===== config.mk =====
export PLATFORM = sky130hd
export DESIGN_NAME = timer_seq_ctrl_flat
export DESIGN_NICKNAME = d
export VERILOG_FILES = /design/src/rtl/timer_pkg.sv /design/src/rtl/timer_seq_ctrl_if.sv /design/src/rtl/timer_seq_table.sv /design/src/rtl/timer_seq_ctrl.sv /design/src/flat_wrapper.sv
export SDC_FILE = /design/constraint.sdc
export NUM_CORES = 1
export LEC_CHECK = 0
export CORE_UTILIZATION = 30
export CTS_CLUSTER_SIZE = 12
export DETAILED_ROUTE_END_ITERATION = 8
export PLACE_DENSITY = 0.49
export SKIP_LAST_GASP = 1
export SYNTH_ARGS = -nofsm -noshare
export SYNTH_HDL_FRONTEND = slang
export SYNTH_SLANG_ARGS = --single-unit

===== constraint.sdc =====
create_clock -name i_clk -period 2.8 [get_ports i_clk]
set_clock_uncertainty 0.15 [all_clocks]
set_input_delay 0.56 -clock i_clk [delete_from_list [all_inputs] [get_ports i_clk]]
set_output_delay 0.56 -clock i_clk [all_outputs]
set_load 0.01 [all_outputs]

===== src/rtl/timer_pkg.sv =====
// ---------------------------------------------------------------------------
// timer_pkg
// Shared definitions for the PWM timer and its profile sequencer:
//   - timer register addresses (also decoded by the timer itself)
//   - profile-table field codes
//   - sequencer state enumeration
//   - length of the timer end pulse
// ---------------------------------------------------------------------------
package timer_pkg;

  // Timer register map
  localparam logic [1:0] TMR_ADDR_MAX  = 2'd0;
  localparam logic [1:0] TMR_ADDR_PWM  = 2'd1;
  localparam logic [1:0] TMR_ADDR_STOP = 2'd2;

  // Profile-table fields; they deliberately share the timer address codes so a
  // table field can be forwarded straight onto the timer address bus.
  localparam logic [1:0] FLD_MAX  = TMR_ADDR_MAX;
  localparam logic [1:0] FLD_PWM  = TMR_ADDR_PWM;
  localparam logic [1:0] FLD_STOP = TMR_ADDR_STOP;
  localparam logic [1:0] FLD_RSVD = 2'd3;

  // Cycles the timer holds its end pulse high per run
  localparam int TMR_END_CYCLES = 10;

  typedef enum logic [2:0] {
    S_IDLE,
    S_WR_MAX,
    S_WR_PWM,
    S_WR_STOP,
    S_START,
    S_WAIT_HI,
    S_WAIT_LO,
    S_SETTLE
  } seq_state_e;

  // Table field (and timer address) written by a given write state.
  function automatic logic [1:0] state_field(seq_state_e s);
    case (s)
      S_WR_PWM:  return FLD_PWM;
      S_WR_STOP: return FLD_STOP;
      default:   return FLD_MAX;
    endcase
  endfunction

  function automatic logic is_write_state(seq_state_e s);
    return (s == S_WR_MAX) || (s == S_WR_PWM) || (s == S_WR_STOP);
  endfunction

endpackage


===== src/rtl/timer_seq_ctrl_if.sv =====
// ---------------------------------------------------------------------------
// timer_seq_ctrl_if
// Register-write / start / end link between the profile sequencer and the
// PWM timer.
//   o_t_we      sequencer -> timer  register write enable
//   o_t_addr    sequencer -> timer  register address (max/pwm/stop)
//   o_t_wdata   sequencer -> timer  register data
//   o_t_start   sequencer -> timer  one-cycle start pulse
//   i_timer_end timer -> sequencer  end-of-run pulse
// master = sequencer side, slave = timer side.
// ---------------------------------------------------------------------------
interface timer_seq_ctrl_if;
  logic        o_t_we;
  logic [1:0]  o_t_addr;
  logic [15:0] o_t_wdata;
  logic        o_t_start;
  logic        i_timer_end;

  modport master (
    output o_t_we,
    output o_t_addr,
    output o_t_wdata,
    output o_t_start,
    input  i_timer_end
  );

  modport slave (
    input  o_t_we,
    input  o_t_addr,
    input  o_t_wdata,
    input  o_t_start,
    output i_timer_end
  );
endinterface


===== src/rtl/timer_seq_table.sv =====
// ---------------------------------------------------------------------------
// timer_seq_table
// Profile register file: P_ENTRIES entries x 3 fields x 16 bits.
//   i_clk, i_rst_n  clock, asynchronous active-low reset (clears the table)
//   i_we            write strobe (already qualified by the caller)
//   i_waddr         {entry, field}; field 3 is ignored
//   i_wdata         write data
//   i_ridx          read entry
//   i_rfield        read field; field 3 reads as zero
//   o_rdata         asynchronous read data
// ---------------------------------------------------------------------------
module timer_seq_table
  import timer_pkg::*;
#(
  parameter int P_ENTRIES = 4,
  parameter int P_IDXW    = 2
) (
  input  logic              i_clk,
  input  logic              i_rst_n,
  input  logic              i_we,
  input  logic [P_IDXW+1:0] i_waddr,
  input  logic [15:0]       i_wdata,
  input  logic [P_IDXW-1:0] i_ridx,
  input  logic [1:0]        i_rfield,
  output logic [15:0]       o_rdata
);

  logic [15:0] mem_q [P_ENTRIES][3];

  logic [P_IDXW-1:0] w_entry;
  logic [1:0]        w_field;

  assign w_entry = i_waddr[P_IDXW+1:2];
  assign w_field = i_waddr[1:0];

  // NOTE: the table is a small flop array that must power up as all zeros, so
  // it sits on the async reset like any other register instead of being left
  // as an unreset RAM.
  always_ff @(posedge i_clk or negedge i_rst_n) begin
    if (!i_rst_n) begin
      for (int e = 0; e < P_ENTRIES; e++) begin
        for (int f = 0; f < 3; f++) begin
          mem_q[e][f] <= '0;
        end
      end
    end else if (i_we) begin
      case (w_field)
        FLD_MAX:  mem_q[w_entry][0] <= i_wdata;
        FLD_PWM:  mem_q[w_entry][1] <= i_wdata;
        FLD_STOP: mem_q[w_entry][2] <= i_wdata;
        default:  ;  // reserved field: write dropped
      endcase
    end
  end

  always_comb begin
    o_rdata = '0;
    case (i_rfield)
      FLD_MAX:  o_rdata = mem_q[i_ridx][0];
      FLD_PWM:  o_rdata = mem_q[i_ridx][1];
      FLD_STOP: o_rdata = mem_q[i_ridx][2];
      default:  o_rdata = '0;
    endcase
  end

endmodule


===== src/rtl/timer_seq_ctrl.sv =====
// ---------------------------------------------------------------------------
// timer_seq_ctrl
// Plays a programmed list of timer profiles (max, pwm, stop) into the PWM
// timer: writes the three timer registers, pulses start, waits for the end
// pulse plus a settle gap, then advances. Single-pass or looping playback.
//   i_clk, i_rst_n  clock, asynchronous active-low reset
//   i_cfg_we/addr/wdata  profile-table write port ({entry, field}), IDLE only
//   i_last_idx      final entry to play (sampled at go)
//   i_loop          wrap to entry 0 after the final entry (sampled at go)
//   i_go            start playback (level, IDLE only)
//   i_stop          halt at the next entry boundary (sticky while busy)
//   tmr             timer link (register writes, start, end pulse)
//   o_busy          high in every state except IDLE
//   o_idx           entry currently being played
//   o_done          one-cycle pulse when playback ends
// All outputs are registered; output flops load the value implied by the
// next state, so they line up with the state they describe.
// ---------------------------------------------------------------------------
module timer_seq_ctrl
  import timer_pkg::*;
#(
  parameter int P_ENTRIES = 4,
  parameter int P_IDXW    = 2,
  parameter int P_SETTLE  = 2
) (
  input  logic              i_clk,
  input  logic              i_rst_n,
  input  logic              i_cfg_we,
  input  logic [P_IDXW+1:0] i_cfg_addr,
  input  logic [15:0]       i_cfg_wdata,
  input  logic [P_IDXW-1:0] i_last_idx,
  input  logic              i_loop,
  input  logic              i_go,
  input  logic              i_stop,
  timer_seq_ctrl_if.master  tmr,
  output logic              o_busy,
  output logic [P_IDXW-1:0] o_idx,
  output logic              o_done
);

  localparam int CNT_W = (P_SETTLE > 1) ? $clog2(P_SETTLE) : 1;
  localparam logic [CNT_W-1:0] CNT_LAST = CNT_W'(P_SETTLE - 1);

  seq_state_e        state_q, state_d;
  logic [P_IDXW-1:0] idx_q, idx_d;
  logic [P_IDXW-1:0] last_q, last_d;
  logic              loop_q, loop_d;
  logic              stop_q, stop_d;
  logic [CNT_W-1:0]  cnt_q, cnt_d;
  logic              finish;

  logic              t_we_q, t_we_d;
  logic [1:0]        t_addr_q, t_addr_d;
  logic [15:0]       t_wdata_q, t_wdata_d;
  logic              t_start_q, t_start_d;
  logic              busy_q, busy_d;
  logic              done_q, done_d;

  logic [1:0]        rd_field;
  logic [15:0]       rd_data;
  logic              stop_pend;

  // -------------------------------------------------------------------------
  // Profile table; writes are locked out while a playback is running.
  // -------------------------------------------------------------------------
  assign rd_field = state_field(state_d);

  timer_seq_table #(
    .P_ENTRIES (P_ENTRIES),
    .P_IDXW    (P_IDXW)
  ) u_table (
    .i_clk    (i_clk),
    .i_rst_n  (i_rst_n),
    .i_we     (i_cfg_we && (state_q == S_IDLE)),
    .i_waddr  (i_cfg_addr),
    .i_wdata  (i_cfg_wdata),
    .i_ridx   (idx_d),
    .i_rfield (rd_field),
    .o_rdata  (rd_data)
  );

  // -------------------------------------------------------------------------
  // State and output registers
  // -------------------------------------------------------------------------
  // NOTE: every flop here is written with <= so all registers update from the
  // same pre-edge values; blocking writes would make the result depend on
  // statement order.
  always_ff @(posedge i_clk or negedge i_rst_n) begin
    if (!i_rst_n) begin
      state_q   <= S_IDLE;
      idx_q     <= '0;
      last_q    <= '0;
      loop_q    <= 1'b0;
      stop_q    <= 1'b0;
      cnt_q     <= '0;
      t_we_q    <= 1'b0;
      t_addr_q  <= '0;
      t_wdata_q <= '0;
      t_start_q <= 1'b0;
      busy_q    <= 1'b0;
      done_q    <= 1'b0;
    end else begin
      state_q   <= state_d;
      idx_q     <= idx_d;
      last_q    <= last_d;
      loop_q    <= loop_d;
      stop_q    <= stop_d;
      cnt_q     <= cnt_d;
      t_we_q    <= t_we_d;
      t_addr_q  <= t_addr_d;
      t_wdata_q <= t_wdata_d;
      t_start_q <= t_start_d;
      busy_q    <= busy_d;
      done_q    <= done_d;
    end
  end

  // -------------------------------------------------------------------------
  // Next-state logic
  // -------------------------------------------------------------------------
  // A stop raised in the very cycle SETTLE ends still counts.
  assign stop_pend = stop_q || i_stop;

  // NOTE: each variable gets its hold value before the case statement, so
  // paths that do not assign it cannot infer a latch.
  always_comb begin
    state_d = state_q;
    idx_d   = idx_q;
    last_d  = last_q;
    loop_d  = loop_q;
    cnt_d   = cnt_q;
    finish  = 1'b0;
    // The stop request only latches while busy; IDLE handles go+stop itself.
    stop_d  = stop_q || (i_stop && (state_q != S_IDLE));

    unique case (state_q)
      S_IDLE: begin
        if (i_go) begin
          if (i_stop) begin
            stop_d = 1'b0;
          end else begin
            last_d  = i_last_idx;
            loop_d  = i_loop;
            idx_d   = '0;
            state_d = S_WR_MAX;
          end
        end
      end
      S_WR_MAX:  state_d = S_WR_PWM;
      S_WR_PWM:  state_d = S_WR_STOP;
      S_WR_STOP: state_d = S_START;
      S_START:   state_d = S_WAIT_HI;
      S_WAIT_HI: begin
        if (tmr.i_timer_end) state_d = S_WAIT_LO;
      end
      S_WAIT_LO: begin
        if (!tmr.i_timer_end) begin
          state_d = S_SETTLE;
          cnt_d   = '0;
        end
      end
      S_SETTLE: begin
        if (cnt_q == CNT_LAST) begin
          if (stop_pend || ((idx_q == last_q) && !loop_q)) begin
            state_d = S_IDLE;
            stop_d  = 1'b0;
            finish  = 1'b1;
          end else begin
            idx_d   = (idx_q == last_q) ? '0 : idx_q + P_IDXW'(1);
            state_d = S_WR_MAX;
          end
        end else begin
          cnt_d = cnt_q + CNT_W'(1);
        end
      end
      default: state_d = S_IDLE;
    endcase
  end

  // -------------------------------------------------------------------------
  // Output logic, evaluated on the next state so the registered outputs are
  // valid in the same cycle as the state they belong to.
  // -------------------------------------------------------------------------
  always_comb begin
    t_we_d    = is_write_state(state_d);
    t_addr_d  = t_we_d ? rd_field : 2'd0;
    t_wdata_d = t_we_d ? rd_data : 16'd0;
    t_start_d = (state_d == S_START);
    busy_d    = (state_d != S_IDLE);
    done_d    = finish;
  end

  assign tmr.o_t_we    = t_we_q;
  assign tmr.o_t_addr  = t_addr_q;
  assign tmr.o_t_wdata = t_wdata_q;
  assign tmr.o_t_start = t_start_q;
  assign o_busy        = busy_q;
  assign o_idx         = idx_q;
  assign o_done        = done_q;

endmodule


===== src/flat_wrapper.sv =====
// flat-port wrapper written by rule: the top's interface ports become plain ports
module timer_seq_ctrl_flat import timer_pkg::*;
#(
  parameter int P_ENTRIES = 4,
  parameter int P_IDXW    = 2,
  parameter int P_SETTLE  = 2
)
  (i_clk, i_rst_n, i_cfg_we, i_cfg_addr, i_cfg_wdata, i_last_idx, i_loop, i_go, i_stop, o_busy, o_idx, o_done, tmr_o_t_we, tmr_o_t_addr, tmr_o_t_wdata, tmr_o_t_start, tmr_i_timer_end);
  timer_seq_ctrl_if tmr_i ();
  input  logic i_clk;
  input  logic i_rst_n;
  input  logic i_cfg_we;
  input  logic [P_IDXW+1:0] i_cfg_addr;
  input  logic [15:0] i_cfg_wdata;
  input  logic [P_IDXW-1:0] i_last_idx;
  input  logic i_loop;
  input  logic i_go;
  input  logic i_stop;
  output logic o_busy;
  output logic [P_IDXW-1:0] o_idx;
  output logic o_done;
  output wire logic [$bits(tmr_i.o_t_we)-1:0] tmr_o_t_we;
  output wire logic [$bits(tmr_i.o_t_addr)-1:0] tmr_o_t_addr;
  output wire logic [$bits(tmr_i.o_t_wdata)-1:0] tmr_o_t_wdata;
  output wire logic [$bits(tmr_i.o_t_start)-1:0] tmr_o_t_start;
  input wire logic [$bits(tmr_i.i_timer_end)-1:0] tmr_i_timer_end;
  assign tmr_o_t_we = tmr_i.o_t_we;
  assign tmr_o_t_addr = tmr_i.o_t_addr;
  assign tmr_o_t_wdata = tmr_i.o_t_wdata;
  assign tmr_o_t_start = tmr_i.o_t_start;
  assign tmr_i.i_timer_end = tmr_i_timer_end;
  timer_seq_ctrl #(.P_ENTRIES(P_ENTRIES), .P_IDXW(P_IDXW), .P_SETTLE(P_SETTLE)) u_core (.i_clk(i_clk), .i_rst_n(i_rst_n), .i_cfg_we(i_cfg_we), .i_cfg_addr(i_cfg_addr), .i_cfg_wdata(i_cfg_wdata), .i_last_idx(i_last_idx), .i_loop(i_loop), .i_go(i_go), .i_stop(i_stop), .tmr(tmr_i), .o_busy(o_busy), .o_idx(o_idx), .o_done(o_done));
endmodule

==> summary.md <==
| Metric | Value |
|---|---|
| Gpl congestion | between 0.7 and 0.8 |
| Area growth syn-to-layout | 25.69% |
| Routed Antenna Nets | 0 |
| Register share of total power | 0.382 |
| Clk Latency, worst-skew pair | 0.53 ns |
| Relative slew margins | 0.5921 |
| Commonest cells post-synth | dfrtp_1, a22o_1, mux2i_1, clkbuf_1, nand2_1 |
| Total Wirelength | 27660 um |
| Area of the mapped netlist | 9701 sq um |
| Main combinational cell family by area after synthesis | compound AO/OA/AOI/OAI gates |
| Max cap viols | 0 |
| CTS H-tree lvls | 1 |
| Final core occ | 0.3844 |
| Synthesized flop and latch total | between 200 and 250 |
| Proportion of layout cells with a drive suffix above 1 | 0.1697 |
| DP HPWL | 17910 um |
| Die Area | 33060 sq um |
| Most used DFF post-synth | dfrtp_1 |
| Mux share of post-synthesis cell area | 0.07210 |
| Largest area contributor in the netlist | dfrtp_1 |
| Setup Viol. Count Final | 0 |
| Vias in the first global route | 7143 |
| Element type at the critical path end | flop |
| Syn_area_per_cell | 12.52 sq um |
| # IOs | 53 |
| GRT overflow | 0 |
| Adder-Cell Fraction of Synth Area | 0.003869 |
| CTS tree | built |
| Worst VDD drop | 424.8 uV |
| Core Region | 31720 sq um |
| Actual slew at the worst max-slew pin | 0.6100 ns |
| Max Fclk | roughly 370 MHz |
| Async SR Flop Fraction | 1.000 |
| DP Cell Count | 1230 |
| Psw | 3.663 mW |
| Total GRT Usage | 0.1695 |
| Clk pin slew, worst setup/hold paths | approximately 0.060 ns |
| Worst Path Arrival | 2.97 ns |
| Final Max Tran Viols | 0 |
| Initial antenna violation count | 0 |
| Static Leak | 5.513 nW |
| Vias | 6960 |
| Final hold vios | 0 |
| Placed inst area | 11280 sq um |
| Starting Density | 0.3058 |
| Crit share post-route | 0.9717 |
| CP required | 3.05 ns |
| Switching share of power | 0.3228 |
| Wire length per cell | 21.61 um |
| Setup Crit Path Kind | input pin to flop |
| Total CTS buffers | 26 |
| Chip height | approximately 180 um |
| Synth cell types | 48 |
| Ant diodes | 0 |
| Layout net count | 890 |
| Pin count of the biggest net entering global routing | 68 |
| Final min period | 2.721 ns |
| Post-synthesis sequential area ratio | 0.5778 |
| Clock Path Buffers | 3 |
| Vias per cell | 5.438 |
| DRT Pass-1 Iters | 5 |
| Max FO, Critical Path | 4 |
| Synth Instances | roughly 780 |
| Hold WS | about 0.34 ns |
| Fin area | 12190 sq um |
| Post-Synth XOR/XNOR Area | 0.002709 |
| Compound-Gate Fraction of Synth Area | 0.2591 |
| Most frequent cell after synthesis | dfrtp_1 |
| Root buffer cell | clkbuf_16 |
| Die Wd | 181.8 um |
| Area contributors post-synth | dfrtp_1, a22o_1, mux2i_1, o22ai_1, clkbuf_1 |
| Core Rows | between 60 and 70 |
| Fill count | 3027 |
| Post-Layout Cell Count | 1280 |
| Status | completed |
| Post-Synth Simple-Gate Area | 0.04914 |
| Syn Nets | 807 |
| Clock sink count | 224 |
| Post-synth EDFFs | 0 |
| Synth top area share | 0.5778 |
| First-pass GRT wire length | roughly 44000 um |
| Power per Cell Area | 930.6 nW/um^2 |
| Initial DRC count | 501 |
| Startpoint Class | input pin |
| Drt drc | 0 |
| PortBufs | 52 |
| Int Pwr | ~7.7 mW |
| Clock share of power | 0.292 |
| Combinational Power Share | 0.327 |
| YS warnings | 0 |
| Worst hold path type | flop to flop |
-- worst max-delay path, cell delays in order --
cell,delay (ns)
clkdlybuf4s50_1,0.43
or2_4,0.27
a2111oi_4,0.32
buf_4,0.17
and2b_2,0.17
nor2_4,0.05
inv_4,0.08
mux2_4,0.29
o211a_1,0.21
o41a_1,0.42
-- power groups by stage --
stage / clock, mW / combinational (mW) / sequential, mW
final: 3.31 / 3.71 / 4.33
after CTS: 3.38 / 3.69 / 4.32
after detailed placement: 0 / 3.67 / 4.37
after global placement: 0 / 3.64 / 4.38
after floorplan: 0 / 2.15 / 4.28
after global routing: 3.52 / 4.00 / 4.41
-- per-layer routing --
metal	wire [um]	up-vias	track usage
li1	-	3162	-
met1	13740	3571	0.2537
met2	12200	188	0.2558
met3	1206	39	0.02206
met4	505	0	0.04508
met5	0	-	0
-- layout make-up --
cell class | count | area [sq um] | area share
inverter | 7 | 28.78 | 0.002360
clock buffer | 39 | 790.8 | 0.06485
timing repair buffer | 122 | 1391 | 0.1141
tap | 402 | 503.0 | 0.04125
sequential | 224 | 5607 | 0.4598
multi-input combinational | 477 | 3821 | 0.3134
clock inverter | 9 | 51.30 | 0.004207
-- cells by family after synthesis --
group	Yosys count
XOR/XNOR	3
buffers and inverters	74
multiplexers	68
AO/OA/AOI/OAI	308
AND/OR/NAND/NOR	95
flip-flops	224
adder cells (fa/ha/maj)	3
-- through the flow --
| stage | setup TNS (ns) | worst slack (ns) | total power [mW] |
|---|---|---|---|
| 5_1_grt | -0.001799 | -0.001799 | 11.93 |
| 6_report | 0 | 0.07924 | 11.35 |
| 3_3_place_gp | -11.36 | -0.5997 | 8.025 |
| 4_1_cts | 0 | 0.01894 | 11.39 |
| 2_1_floorplan | 0 | 0.01197 | 6.425 |
| 3_5_place_dp | -10.54 | -0.5887 | 8.037 |
-- layout by cell type (no fill, tap or decap), types with 18 or more instances in the layout --
cell and count:
clkdlybuf4s50_1 51, mux2i_1 59, nor2_1 18, o22ai_1 28, nand2_1 33, dfrtp_1 223, a22o_1 194, buf_12 27
a21oi_1 19, buf_4 42, clkbuf_16 27
-- path summary, 6_finish.rpt --
| kind | slack (ns) | cells after the start | endpoint | from |
|---|---|---|---|---|
| setup / recovery | 0.08 | 10 | u_core.tmr.o_t_wdata[9]$_DFF_PN0_ | i_stop |
| hold / removal | 0.34 | 1 | flop | flop |
| setup reg to reg | 0.09 | 9 | u_core.tmr.o_t_wdata[9]$_DFF_PN0_ | u_core.last_q[1]$_DFFE_PN0P_ |
| hold reg to reg | 0.34 | 1 | flop | flop |
| max in group asynchronous | 1.33 | 3 | async pin | i_rst_n |
| min in group asynchronous | 0.43 | 2 | u_core.last_q[0]$_DFFE_PN0P_ | i_rst_n |
-- repair_timing --
action,CTS,global route
hold buffers,1,0
setup buffers,0,1
setup endpoints to repair,3,32
hold endpoints to repair,62,0
pin swaps,0,3
gates resized for setup,2,10
Note: power is estimated with default switching activity, not from simulation.
